File: src/rtl/id_ex_stage_if.sv
// ID/EX stage bus interface.
// Bundles everything the ID/EX stage exchanges with the rest of the pipeline:
//   id_*   : decoded instruction and register-file read data from ID
//   flush  : branch/jump redirect, kills the ID instruction
//   mem_*  : destination/result of the instruction in MEM (forwarding source)
//   wb_*   : destination/data being written back this cycle (forwarding source)
//   stall  : load-use hold request for PC and IF/ID
//   ex_*   : ALU-facing outputs of the EX stage
// Modport slave is the stage itself; master is the surrounding pipeline.
interface id_ex_stage_if #(
  parameter int unsigned XLEN = 32
);
  logic            id_valid;
  logic [XLEN-1:0] id_pc;
  logic [4:0]      id_opcode;
  logic [2:0]      id_func3;
  logic            id_func7;
  logic [4:0]      id_rs1;
  logic [4:0]      id_rs2;
  logic [4:0]      id_rd;
  logic [XLEN-1:0] id_rs1_data;
  logic [XLEN-1:0] id_rs2_data;
  logic [XLEN-1:0] id_imm;
  logic            flush;
  logic [4:0]      mem_rd;
  logic [XLEN-1:0] mem_data;
  logic [4:0]      wb_rd;
  logic [XLEN-1:0] wb_data;
  logic            stall;
  logic            ex_valid;
  logic [4:0]      ex_opcode;
  logic [2:0]      ex_func3;
  logic            ex_func7;
  logic [4:0]      ex_rd;
  logic [XLEN-1:0] ex_operand1;
  logic [XLEN-1:0] ex_operand2;
  logic [XLEN-1:0] ex_store_data;

  modport slave (
    input  id_valid, id_pc, id_opcode, id_func3, id_func7,
           id_rs1, id_rs2, id_rd, id_rs1_data, id_rs2_data, id_imm,
           flush, mem_rd, mem_data, wb_rd, wb_data,
    output stall, ex_valid, ex_opcode, ex_func3, ex_func7, ex_rd,
           ex_operand1, ex_operand2, ex_store_data
  );

  modport master (
    output id_valid, id_pc, id_opcode, id_func3, id_func7,
           id_rs1, id_rs2, id_rd, id_rs1_data, id_rs2_data, id_imm,
           flush, mem_rd, mem_data, wb_rd, wb_data,
    input  stall, ex_valid, ex_opcode, ex_func3, ex_func7, ex_rd,
           ex_operand1, ex_operand2, ex_store_data
  );
endinterface

File: src/rtl/id_ex_stage.sv
// ID/EX pipeline register and EX-stage operand selector feeding the ALU.
// Ports:
//   clk : pipeline clock, state updates on the rising edge
//   rst : asynchronous active-high reset, clears EX to a bubble
//   bus : id_ex_stage_if.slave -- ID inputs, flush, MEM/WB forwarding
//         sources in; stall and ALU-facing EX outputs out
// Behaviour summary:
//   - ID capture bypasses a same-cycle WB write into the latched rs values.
//   - EX forwards MEM (higher priority) then WB onto the latched rs values;
//     x0 is never forwarded.
//   - A load in EX whose rd is read by the ID instruction raises stall and a
//     bubble is loaded; flush overrides stall and also loads a bubble.
module id_ex_stage #(
  parameter int unsigned XLEN = 32
) (
  input logic         clk,
  input logic         rst,
  id_ex_stage_if.slave bus
);

  typedef enum logic [4:0] {
    OP_LOAD   = 5'b00000,
    OP_IMM    = 5'b00100,
    OP_AUIPC  = 5'b00101,
    OP_STORE  = 5'b01000,
    OP_REG    = 5'b01100,
    OP_LUI    = 5'b01101,
    OP_BRANCH = 5'b11000,
    OP_JALR   = 5'b11001,
    OP_JAL    = 5'b11011
  } opcode_e;

  // EX-stage state
  logic            r_valid;
  logic [4:0]      r_opcode;
  logic [4:0]      r_rd;
  logic [XLEN-1:0] r_pc;
  logic [2:0]      r_func3;
  logic            r_func7;
  logic [4:0]      r_rs1;
  logic [4:0]      r_rs2;
  logic [XLEN-1:0] r_rs1_val;
  logic [XLEN-1:0] r_rs2_val;
  logic [XLEN-1:0] r_imm;

  // ID-side decode and bypass
  logic            w_id_uses_rs1;
  logic            w_id_uses_rs2;
  logic [XLEN-1:0] w_id_rs1_val;
  logic [XLEN-1:0] w_id_rs2_val;

  // Hazard detection
  logic            w_load_in_ex;
  logic            w_rs_match;
  logic            w_stall;
  logic            w_bubble;

  // EX-side forwarding and operand selection
  logic [XLEN-1:0] w_fwd_rs1;
  logic [XLEN-1:0] w_fwd_rs2;
  logic            w_op1_is_pc;
  logic            w_op2_is_rs2;

  always_comb begin
    w_id_uses_rs1 = !((bus.id_opcode == OP_LUI)   ||
                      (bus.id_opcode == OP_AUIPC) ||
                      (bus.id_opcode == OP_JAL));
    w_id_uses_rs2 = (bus.id_opcode == OP_REG)   ||
                    (bus.id_opcode == OP_STORE) ||
                    (bus.id_opcode == OP_BRANCH);
  end

  // The register file is written at the same edge we capture, so its read
  // data is stale for a register being written back right now.
  always_comb begin
    w_id_rs1_val = bus.id_rs1_data;
    w_id_rs2_val = bus.id_rs2_data;
    if ((bus.wb_rd != '0) && (bus.wb_rd == bus.id_rs1)) begin
      w_id_rs1_val = bus.wb_data;
    end
    if ((bus.wb_rd != '0) && (bus.wb_rd == bus.id_rs2)) begin
      w_id_rs2_val = bus.wb_data;
    end
  end

  // Load data only appears in WB, so a consumer directly behind a load must
  // wait one cycle; after the bubble it picks the value up via WB forwarding.
  always_comb begin
    w_load_in_ex = r_valid && (r_opcode == OP_LOAD) && (r_rd != '0);
    w_rs_match   = (w_id_uses_rs1 && (bus.id_rs1 == r_rd)) ||
                   (w_id_uses_rs2 && (bus.id_rs2 == r_rd));
    w_stall      = w_load_in_ex && bus.id_valid && w_rs_match && !bus.flush;
    w_bubble     = bus.flush || w_stall;
  end

  // Control state: valid/opcode/rd decide whether EX holds an instruction.
  always_ff @(posedge clk or posedge rst) begin
    if (rst) begin
      r_valid  <= 1'b0;
      r_opcode <= '0;
      r_rd     <= '0;
    end else if (w_bubble) begin
      r_valid  <= 1'b0;
      r_opcode <= '0;
      r_rd     <= '0;
    end else begin
      r_valid  <= bus.id_valid;
      r_opcode <= bus.id_valid ? bus.id_opcode : '0;
      r_rd     <= bus.id_valid ? bus.id_rd     : '0;
    end
  end

  // Payload state is don't-care while EX holds a bubble, so it simply
  // follows ID every cycle instead of being gated by the bubble decision.
  always_ff @(posedge clk or posedge rst) begin
    if (rst) begin
      r_pc      <= '0;
      r_func3   <= '0;
      r_func7   <= 1'b0;
      r_rs1     <= '0;
      r_rs2     <= '0;
      r_rs1_val <= '0;
      r_rs2_val <= '0;
      r_imm     <= '0;
    end else begin
      r_pc      <= bus.id_pc;
      r_func3   <= bus.id_func3;
      r_func7   <= bus.id_func7;
      r_rs1     <= bus.id_rs1;
      r_rs2     <= bus.id_rs2;
      r_rs1_val <= w_id_rs1_val;
      r_rs2_val <= w_id_rs2_val;
      r_imm     <= bus.id_imm;
    end
  end

  // MEM holds the younger result, so it wins over WB.
  always_comb begin
    if ((bus.mem_rd != '0) && (bus.mem_rd == r_rs1)) begin
      w_fwd_rs1 = bus.mem_data;
    end else if ((bus.wb_rd != '0) && (bus.wb_rd == r_rs1)) begin
      w_fwd_rs1 = bus.wb_data;
    end else begin
      w_fwd_rs1 = r_rs1_val;
    end

    if ((bus.mem_rd != '0) && (bus.mem_rd == r_rs2)) begin
      w_fwd_rs2 = bus.mem_data;
    end else if ((bus.wb_rd != '0) && (bus.wb_rd == r_rs2)) begin
      w_fwd_rs2 = bus.wb_data;
    end else begin
      w_fwd_rs2 = r_rs2_val;
    end
  end

  always_comb begin
    w_op1_is_pc  = (r_opcode == OP_AUIPC) ||
                   (r_opcode == OP_JAL)   ||
                   (r_opcode == OP_JALR);
    w_op2_is_rs2 = (r_opcode == OP_REG) || (r_opcode == OP_BRANCH);
  end

  always_comb begin
    bus.stall         = w_stall;
    bus.ex_valid      = r_valid;
    bus.ex_opcode     = r_opcode;
    bus.ex_func3      = r_func3;
    bus.ex_func7      = r_func7;
    bus.ex_rd         = r_rd;
    bus.ex_operand1   = w_op1_is_pc  ? r_pc      : w_fwd_rs1;
    bus.ex_operand2   = w_op2_is_rs2 ? w_fwd_rs2 : r_imm;
    bus.ex_store_data = w_fwd_rs2;
  end

endmodule

File: src/flat_wrapper.sv
// flat-port wrapper written by rule: the top's interface ports become plain ports
module id_ex_stage_flat 
#(
  parameter int unsigned XLEN = 32
)
  (clk, rst, bus_id_valid, bus_id_pc, bus_id_opcode, bus_id_func3, bus_id_func7, bus_id_rs1, bus_id_rs2, bus_id_rd, bus_id_rs1_data, bus_id_rs2_data, bus_id_imm, bus_flush, bus_mem_rd, bus_mem_data, bus_wb_rd, bus_wb_data, bus_stall, bus_ex_valid, bus_ex_opcode, bus_ex_func3, bus_ex_func7, bus_ex_rd, bus_ex_operand1, bus_ex_operand2, bus_ex_store_data);
  id_ex_stage_if #(.XLEN(XLEN)) bus_i ();
  input logic clk;
  input logic rst;
  input wire logic [$bits(bus_i.id_valid)-1:0] bus_id_valid;
  input wire logic [$bits(bus_i.id_pc)-1:0] bus_id_pc;
  input wire logic [$bits(bus_i.id_opcode)-1:0] bus_id_opcode;
  input wire logic [$bits(bus_i.id_func3)-1:0] bus_id_func3;
  input wire logic [$bits(bus_i.id_func7)-1:0] bus_id_func7;
  input wire logic [$bits(bus_i.id_rs1)-1:0] bus_id_rs1;
  input wire logic [$bits(bus_i.id_rs2)-1:0] bus_id_rs2;
  input wire logic [$bits(bus_i.id_rd)-1:0] bus_id_rd;
  input wire logic [$bits(bus_i.id_rs1_data)-1:0] bus_id_rs1_data;
  input wire logic [$bits(bus_i.id_rs2_data)-1:0] bus_id_rs2_data;
  input wire logic [$bits(bus_i.id_imm)-1:0] bus_id_imm;
  input wire logic [$bits(bus_i.flush)-1:0] bus_flush;
  input wire logic [$bits(bus_i.mem_rd)-1:0] bus_mem_rd;
  input wire logic [$bits(bus_i.mem_data)-1:0] bus_mem_data;
  input wire logic [$bits(bus_i.wb_rd)-1:0] bus_wb_rd;
  input wire logic [$bits(bus_i.wb_data)-1:0] bus_wb_data;
  output wire logic [$bits(bus_i.stall)-1:0] bus_stall;
  output wire logic [$bits(bus_i.ex_valid)-1:0] bus_ex_valid;
  output wire logic [$bits(bus_i.ex_opcode)-1:0] bus_ex_opcode;
  output wire logic [$bits(bus_i.ex_func3)-1:0] bus_ex_func3;
  output wire logic [$bits(bus_i.ex_func7)-1:0] bus_ex_func7;
  output wire logic [$bits(bus_i.ex_rd)-1:0] bus_ex_rd;
  output wire logic [$bits(bus_i.ex_operand1)-1:0] bus_ex_operand1;
  output wire logic [$bits(bus_i.ex_operand2)-1:0] bus_ex_operand2;
  output wire logic [$bits(bus_i.ex_store_data)-1:0] bus_ex_store_data;
  assign bus_i.id_valid = bus_id_valid;
  assign bus_i.id_pc = bus_id_pc;
  assign bus_i.id_opcode = bus_id_opcode;
  assign bus_i.id_func3 = bus_id_func3;
  assign bus_i.id_func7 = bus_id_func7;
  assign bus_i.id_rs1 = bus_id_rs1;
  assign bus_i.id_rs2 = bus_id_rs2;
  assign bus_i.id_rd = bus_id_rd;
  assign bus_i.id_rs1_data = bus_id_rs1_data;
  assign bus_i.id_rs2_data = bus_id_rs2_data;
  assign bus_i.id_imm = bus_id_imm;
  assign bus_i.flush = bus_flush;
  assign bus_i.mem_rd = bus_mem_rd;
  assign bus_i.mem_data = bus_mem_data;
  assign bus_i.wb_rd = bus_wb_rd;
  assign bus_i.wb_data = bus_wb_data;
  assign bus_stall = bus_i.stall;
  assign bus_ex_valid = bus_i.ex_valid;
  assign bus_ex_opcode = bus_i.ex_opcode;
  assign bus_ex_func3 = bus_i.ex_func3;
  assign bus_ex_func7 = bus_i.ex_func7;
  assign bus_ex_rd = bus_i.ex_rd;
  assign bus_ex_operand1 = bus_i.ex_operand1;
  assign bus_ex_operand2 = bus_i.ex_operand2;
  assign bus_ex_store_data = bus_i.ex_store_data;
  id_ex_stage #(.XLEN(XLEN)) u_core (.clk(clk), .rst(rst), .bus(bus_i));
endmodule
File: config.mk
export PLATFORM = sky130hd
export DESIGN_NAME = id_ex_stage_flat
export DESIGN_NICKNAME = d
export VERILOG_FILES = /design/src/rtl/id_ex_stage_if.sv /design/src/rtl/id_ex_stage.sv /design/src/flat_wrapper.sv
export SDC_FILE = /design/constraint.sdc
export NUM_CORES = 1
export LEC_CHECK = 0
export BUFFER_PORTS_ARGS = -buffer_cell sky130_fd_sc_hd__buf_2
export CORE_AREA = 2 2 133 135
export CTS_CLUSTER_SIZE = 30
export DETAILED_ROUTE_END_ITERATION = 16
export DIE_AREA = 0 0 135 137
export HOLD_SLACK_MARGIN = 0.15
export PLACE_DENSITY = 0.85
export SETUP_SLACK_MARGIN = 0.05
export SYNTH_ARGS = -nofsm -noshare
export SYNTH_HDL_FRONTEND = slang
export SYNTH_SLANG_ARGS = --single-unit
File: constraint.sdc
create_clock -name clk -period 7.5 [get_ports clk]
set_input_delay 2.25 -clock clk [delete_from_list [all_inputs] [get_ports clk]]
set_output_delay 2.25 -clock clk [all_outputs]
set_load 0.03 [all_outputs]
==> qor.csv, run 1 <==
stage,metric,value,unit
outcome,outcome,"complete, no violations",
timing,layout_min_cycle_time,6.87,ns
clock_tree,clk_pin_slew_worst_paths,0.06,ns
floorplanning,die_y,137,µm
critical_path,r2r_end,u_core.bus.ex_opcode[1],
floorplanning,row_count,48,
timing,fmax,145,MHz
clock_tree,cts_htree_levels,4,
routing,drt_iter0_drc,247,
cells_and_area,area_delta_synth_final,34.4,%
floorplanning,core,17100,µm²
critical_path,r2r_cells,6,
synth,syn_avg_cell_area,11.5,µm²
routing,wl_per_cell,19.7,µm
min_path,holdPathStages,4,
floorplanning,die_w,135,µm
timing,rsz0062_at_grt,no,
placement,dpl.hpwl,17.2,mm
timing,finClkSkew,0.00484,ns
routing,via_per_inst,5.45,
global_routing,grt_max_degree,73,
timing,setup_viol,0,
timing,final_max_slew_viol_count,0,
critical_path,crit_required,5.25,ns
synth,synth_async_sr_flop_share,100,%
power_and_ir_drop,p_leak,4.61,nW
placement,pre_cts_slack,0.640,ns
global_routing,antenna_found_initial,0,
global_routing,busiest_layer,met2,
min_path,hold_path.class,reg2reg,
synth,synth_fa_ha_area_share,0,%
synth,synth-simple-area-share,8.82,%
critical_path,critPathLaunch,bus_mem_rd[0],
placement,place_congestion,0.877,
timing,tightest_slew,1.20,ns
cells_and_area,nets,1204,
synth,synthTopCellsByArea,"dfrtp_1, mux2_2, a211oi_2",
synth,yosys_register_bits,153,
global_routing,grt_use_met2,45.9,%
synth,syn_area,7420,µm²
global_routing,grt_overflow,0,
clock_tree,cts.sinks,153,
min_path,min_to,u_core.bus.ex_valid,
timing,period_share,91.7,%
power_and_ir_drop,ir_worst_vdd,0.000145,V
synth,syn_nets,877,
floorplanning,ioPinCount,342,
routing,drtAntennaViolNets,0,
cells_and_area,final_util,58.5,%
global_routing,track_usage,25.0,%
synth,synth_top_area_share,51.6,%
critical_path,startpoint_type,primary input,
critical_path,cp_data_arrival_time,4.62,ns
clock_tree,clk_latency,0.42,ns
synth,yosysSeqAreaShare,51.6,%
routing,wl,23.8,mm
routing,firstDrtPassIters,5,
global_routing,grt_pass1_vias,6680,
global_routing,grt_use_met3,5.56,%
power_and_ir_drop,total_power,2.17,mW
synth,yosys-mux-area-fraction,14.0,%
timing,worst_slack,0.626,ns
global_routing,grt_use_met1,28.9,%
floorplanning,initial_utilization,43.5,%
cells_and_area,num_antenna_cells,0,
clock_tree,hold_buffers,0,
placement,port-buffer-count,341,
job,cap_violations,0,
critical_path,r2r_slack,5.58,ns
clock_tree,cts_tree,done,
clock_tree,post_cts_resized,0,
min_path,min-delay-start,u_core.bus.ex_valid,
routing,via_count,6601,
clock_tree,clockBufferDepth,2,
synth,synth_enable_flop_cells,0,
critical_path,cp-end-kind,primary output,
timing,hold_violations,0,
critical_path,r2r_start,u_core.bus.ex_rd[1],
synth,synth_xor_area_share,4.84,%
clock_tree,clockRootBuffer,clkbuf_16,
synth,netlist_instances,647,
synth,synth-compound-area-share,17.5,%
critical_path,critPathKind,in2out,
global_routing,grt_pass1_wl,35.1,mm
power_and_ir_drop,power_density,218,nW/µm²
synth,synth_ff_type,dfrtp_1,
timing,setup-tns-final,0,ns
clock_tree,cts_buffers,17,
cells_and_area,drive_gt1_share,49.0,%
synth,yosys_warnings,0,
synth,synth_top_family_by_area,compound AO/OA/AOI/OAI gates,
floorplanning,dieArea,18500,µm²
synth,synth_top_area_cell,dfrtp_1,
timing,relSlewSlack,20.0,%
routing,drc,0,
synth,ys_types,43,
critical_path,crit_fanout,18,
clock_tree,cts_setup_buffers,0,
## flip-flops by register name, summed over array words and instances (netlist names)
| name | count |
|---|---|
| u_core.r_pc | 32 |
| u_core.bus.ex_func3 | 3 |
| u_core.r_rs2 | 5 |
| u_core.r_rs1 | 5 |
| u_core.r_imm | 32 |
| u_core.bus.ex_rd | 5 |
| u_core.bus.ex_func7 | 1 |
| u_core.bus.ex_opcode | 5 |
| u_core.r_rs1_val | 32 |
| u_core.r_rs2_val | 32 |
| u_core.bus.ex_valid | 1 |
## report_power, final
part,internal [mW],total (mW),switching (mW)
logic,0.160,0.439,0.279
registers,0.872,0.889,0.0178
clock network,0.486,0.840,0.354
total,1.52,2.17,0.651
## critical path, cell delays in order
cell and delay [ns]:
buf_2 0.12, or4_1 0.62, o2111ai_4 0.60, buf_4 0.42, o22ai_1 0.14, a21oi_1 0.23, buf_2 0.24
## cells by family after synthesis
kind of cell              after synthesis
AOI/OAI and AO/OA                     169
DFF                                   153
and+or+nand+nor                       139
muxes                                  96
buffers and inverters                  49
xor gates and xnor gates               41
## through the flow
| step | hold WS [ns] | instance area, µm² | std cells |
|---|---|---|---|
| finish | 0.837 | 9970 | 1212 |
| floorplan | 0.877 | 7420 | 647 |
| detailed placement | 0.829 | 9390 | 1180 |
| global placement | 0.811 | 9390 | 1180 |
| CTS | 0.839 | 9970 | 1212 |
| global route | 0.912 | 9970 | 1212 |
## cell type report
type / instances / area [µm²]
inverter: 1 / 8.76
timing repair buffer: 356 / 1840
fill: 1418 / 7080
clock buffer: 20 / 467
multi-input combinational: 445 / 3430
sequential: 153 / 3830
tap: 225 / 282
clock inverter: 12 / 115
## per-layer routing
metal / vias up / share of wire (%)
met5: - / 0
met4: 0 / 1.7
met3: 30 / 7.0
met2: 330 / 52
met1: 3240 / 39
li1: 3001 / -
## cells in the mapped netlist, types with 4 or more instances
library cell,instances
o22ai_1,32
nand3_1,5
mux2_2,53
mux2i_1,32
nor2_1,70
nor3b_1,11
buf_2,16
nor3_1,4
xnor2_1,20
dfrtp_1,153
a21boi_0,31
clkbuf_1,24
a211oi_2,30
nand2_1,32
xor2_1,21
buf_6,5
a21oi_1,32
mux2_1,11
o31ai_1,32
## cell usage in the layout, fill, tap and decap left out, types with 2 or more instances in the layout
master,count
o22ai_1,32
mux2_2,53
or4_1,2
nor4_4,3
a211oi_2,30
xor2_1,21
clkinv_2,2
buf_12,2
mux2i_1,32
clkbuf_16,17
a211oi_1,3
buf_2,341
nand2_1,32
nor3b_1,11
clkbuf_8,3
a21boi_0,31
buf_4,13
clkinvlp_4,3
nand4_1,2
o21ai_0,2
nor3_1,3
dfrtp_1,153
clkinv_4,4
xnor2_1,20
nand3_1,4
inv_6,3
o31ai_1,32
nor2_1,69
a21oi_1,32
mux2_1,11
## how the worst max path moves through the flow
stage | endpoint | cells after the start
after floorplan | bus_ex_operand2[11] | 7
after global placement | bus_ex_operand2[31] | 8
after detailed placement | bus_ex_operand1[14] | 7
after CTS | bus_ex_operand1[14] | 7
after global routing | bus_ex_operand2[31] | 8
final | bus_ex_operand1[14] | 7
No activity file was read; power rests on OpenSTA's default activity.
==> run 2, diff against run 1 <==
--- a/config.mk
+++ b/config.mk
@@ -6,12 +6,12 @@
 export NUM_CORES = 1
 export LEC_CHECK = 0
 export BUFFER_PORTS_ARGS = -buffer_cell sky130_fd_sc_hd__buf_2
-export CORE_AREA = 2 2 133 135
+export CORE_MARGIN = 10
+export CORE_UTILIZATION = 47
 export CTS_CLUSTER_SIZE = 30
 export DETAILED_ROUTE_END_ITERATION = 16
-export DIE_AREA = 0 0 135 137
 export HOLD_SLACK_MARGIN = 0.15
-export PLACE_DENSITY = 0.85
+export PLACE_DENSITY = 0.9
 export SETUP_SLACK_MARGIN = 0.05
 export SYNTH_ARGS = -nofsm -noshare
 export SYNTH_HDL_FRONTEND = slang
==> qor.csv, run 2 (synthesis results as in run 1) <==
stage,metric,value,unit,change
timing,setup_viol,0,,unchanged
floorplanning,dieArea,21200,µm²,+15%
power_and_ir_drop,ir_worst_vdd,0.000144,V,-0.78%
clock_tree,cts_htree_levels,4,,unchanged
floorplanning,die_w,146,µm,+7.9%
floorplanning,ioPinCount,342,,unchanged
clock_tree,cts_tree,done,,
cells_and_area,fillers,1186,,-16%
min_path,hold_path.class,reg2reg,,
clock_tree,clockRootBuffer,clkbuf_16,,
critical_path,crit_slowest_cell,or4_4,,
critical_path,path_delay_family,compound AO/OA/AOI/OAI gates,,
routing,firstDrtPassIters,5,,unchanged
routing,wl_per_cell,23.2,µm,+18%
clock_tree,cts.sinks,153,,unchanged
critical_path,crit_required,5.25,ns,about the same
global_routing,grt_pass1_vias,7635,,+14%
power_and_ir_drop,power_density,225,nW/µm²,+3.2%
floorplanning,initial_utilization,48.5,%,+4.9 points
placement,place_congestion,0.876,,-0.11%
clock_tree,clk_pin_slew_worst_paths,0.06,ns,about the same
critical_path,startpoint_type,primary input,,
timing,setup-tns-final,0,ns,unchanged
cells_and_area,mostFrequentLayoutCells,"buf_2, dfrtp_1, nor2_1",,
global_routing,track_usage,25.5,%,+0.51 points
floorplanning,core,15300,µm²,-10%
outcome,outcome,"complete, no violations",,
timing,fmax,141,MHz,-3.0%
cells_and_area,drive_gt1_share,48.9,%,-0.15 points
floorplanning,row_count,45,,-6.3%
timing,final_max_slew_viol_count,0,,unchanged
placement,dpl.hpwl,20.6,mm,+20%
cells_and_area,area_delta_synth_final,34.5,%,about the same
routing,drtAntennaViolNets,0,,unchanged
routing,drc,0,,unchanged
cells_and_area,nets,1205,,+0.083%
routing,wl,27.8,mm,+17%
global_routing,grt_overflow,0,,unchanged
critical_path,crit_path_frequent_cell,buf_2,,
clock_tree,clk_latency,0.42,ns,about the same
timing,relSlewSlack,13.9,%,-6.1 points
global_routing,grt_max_degree,96,,+32%
timing,hold_slack,0.821,ns,-0.0163 ns
job,cap_violations,0,,unchanged
cells_and_area,mostFrequentLayoutCell,buf_2,,
timing,finClkSkew,0.00318,ns,-0.00166 ns
routing,via_count,6756,,+2.3%
critical_path,path_cells,buf_2 > or4_4 > o211a_1 > buf_4 > a21boi_0 > a211oi_2 > o31ai_1 > buf_2,,
global_routing,antenna_found_initial,2,,+2
timing,period_share,94.5,%,+2.9 points
power_and_ir_drop,p_leak,4.62,nW,+0.12%
global_routing,grt_pass1_wl,42.3,mm,+21%
routing,via_per_inst,5.63,,+3.4%
critical_path,cp_data_arrival_time,4.84,ns,+0.22 ns
critical_path,crit_fanout,19,,+1
timing,hold_violations,0,,unchanged
clock_tree,clockBufferDepth,2,,unchanged
timing,tightest_slew,1.29,ns,+0.0932 ns
critical_path,critPathKind,in2out,,
critical_path,critPathMaxStageDelay,0.54,ns,-0.08 ns
clock_tree,cts_buffers,17,,unchanged
timing,layout_min_cycle_time,7.09,ns,+0.216 ns
critical_path,cp-end-kind,primary output,,
floorplanning,die_y,146,µm,+6.3%
routing,drt_iter0_drc,321,,+30%
critical_path,critPathBufInv,3,,unchanged
timing,rsz0062_at_grt,no,,
placement,port-buffer-count,341,,unchanged
-- run 2: changes by cell type in the layout (fill, tap and decap cells not counted), moves of 2 or more --
cell,change
buf_4,+3
bufinv_16,+3
clkinv_4,-3
buf_12,-2
clkbuf_1,+2
clkbuf_8,-2
inv_6,-2
-- run 2: what timing repair did --
| item | in CTS | in global routing |
|---|---|---|
| endpoints found under the setup margin | 0 | 3 |
| setup buffers | 0 | 0 |
| resized for setup | 0 | 1 |
| hold buffers | 0 | 0 |
-- run 2: metal layers --
| metal | global-route usage (%) | wire length (µm) | vias up |
|---|---|---|---|
| li1 | - | - | 3009 |
| met1 | 27.1 | 10100 | 3284 |
| met5 | 0 | 13 | - |
| met4 | 13.1 | 943 | 2 |
| met2 | 44.7 | 14300 | 400 |
| met3 | 7.85 | 2430 | 61 |
-- run 2: path summary, 6_finish.rpt --
| kind | to | from | slack [ns] | cells past startpoint |
|---|---|---|---|---|
| min in group asynchronous | u_core.r_pc[12] | rst | 1.99 | 2 |
| max | bus_ex_operand2[4] | bus_wb_rd[1] | 0.41 | 8 |
| max reg2reg | u_core.bus.ex_rd[2] | u_core.bus.ex_rd[3] | 5.63 | 5 |
| min reg2reg | u_core.bus.ex_valid | u_core.bus.ex_valid | 0.82 | 4 |
| max in group asynchronous | u_core.r_rs2_val[10] | rst | 4.18 | 3 |
| min | u_core.bus.ex_valid | u_core.bus.ex_valid | 0.82 | 4 |
-- run 2: per-stage QoR --
stage	setup slack [ns]	std cells	cell area [µm²]	total power, mW	utilization [%]
final	0.410	1200	9980	2.24	65.2
after global routing	0.273	1200	9980	2.32	65.2
after CTS	0.224	1199	9980	2.25	65.1
after detailed placement	0.232	1167	9360	1.35	61.1
after global placement	0.314	1167	9360	1.34	61.1
after floorplan	0.869	647	7420	1.17	-
-- run 2: cell type report --
class / count / area, µm² / area share, %
Inverter: 1 / 8.76 / 0.0878
Timing Repair Buffer: 357 / 1830 / 18.3
Antenna cell: 1 / 2.50 / 0.0251
Multi-Input combinational cell: 445 / 3430 / 34.4
Tap cell: 211 / 264 / 2.65
Clock inverter: 12 / 174 / 1.74
Clock buffer: 20 / 447 / 4.48
Sequential cell: 153 / 3830 / 38.4
-- run 2: tightest hold or removal path: stages (launching register included) --
cell	delay, ns
dfrtp_1	0.38
nand4b_1	0.08
a221oi_1	0.05
buf_4	0.17
nor2_1	0.10
-- run 2: report_power, final --
group,internal (mW),leakage (nW),switching [mW]
combinational,0.159,2.53,0.289
clock,0.564,0.292,0.339
sequential,0.872,1.80,0.0174
total,1.60,4.62,0.645
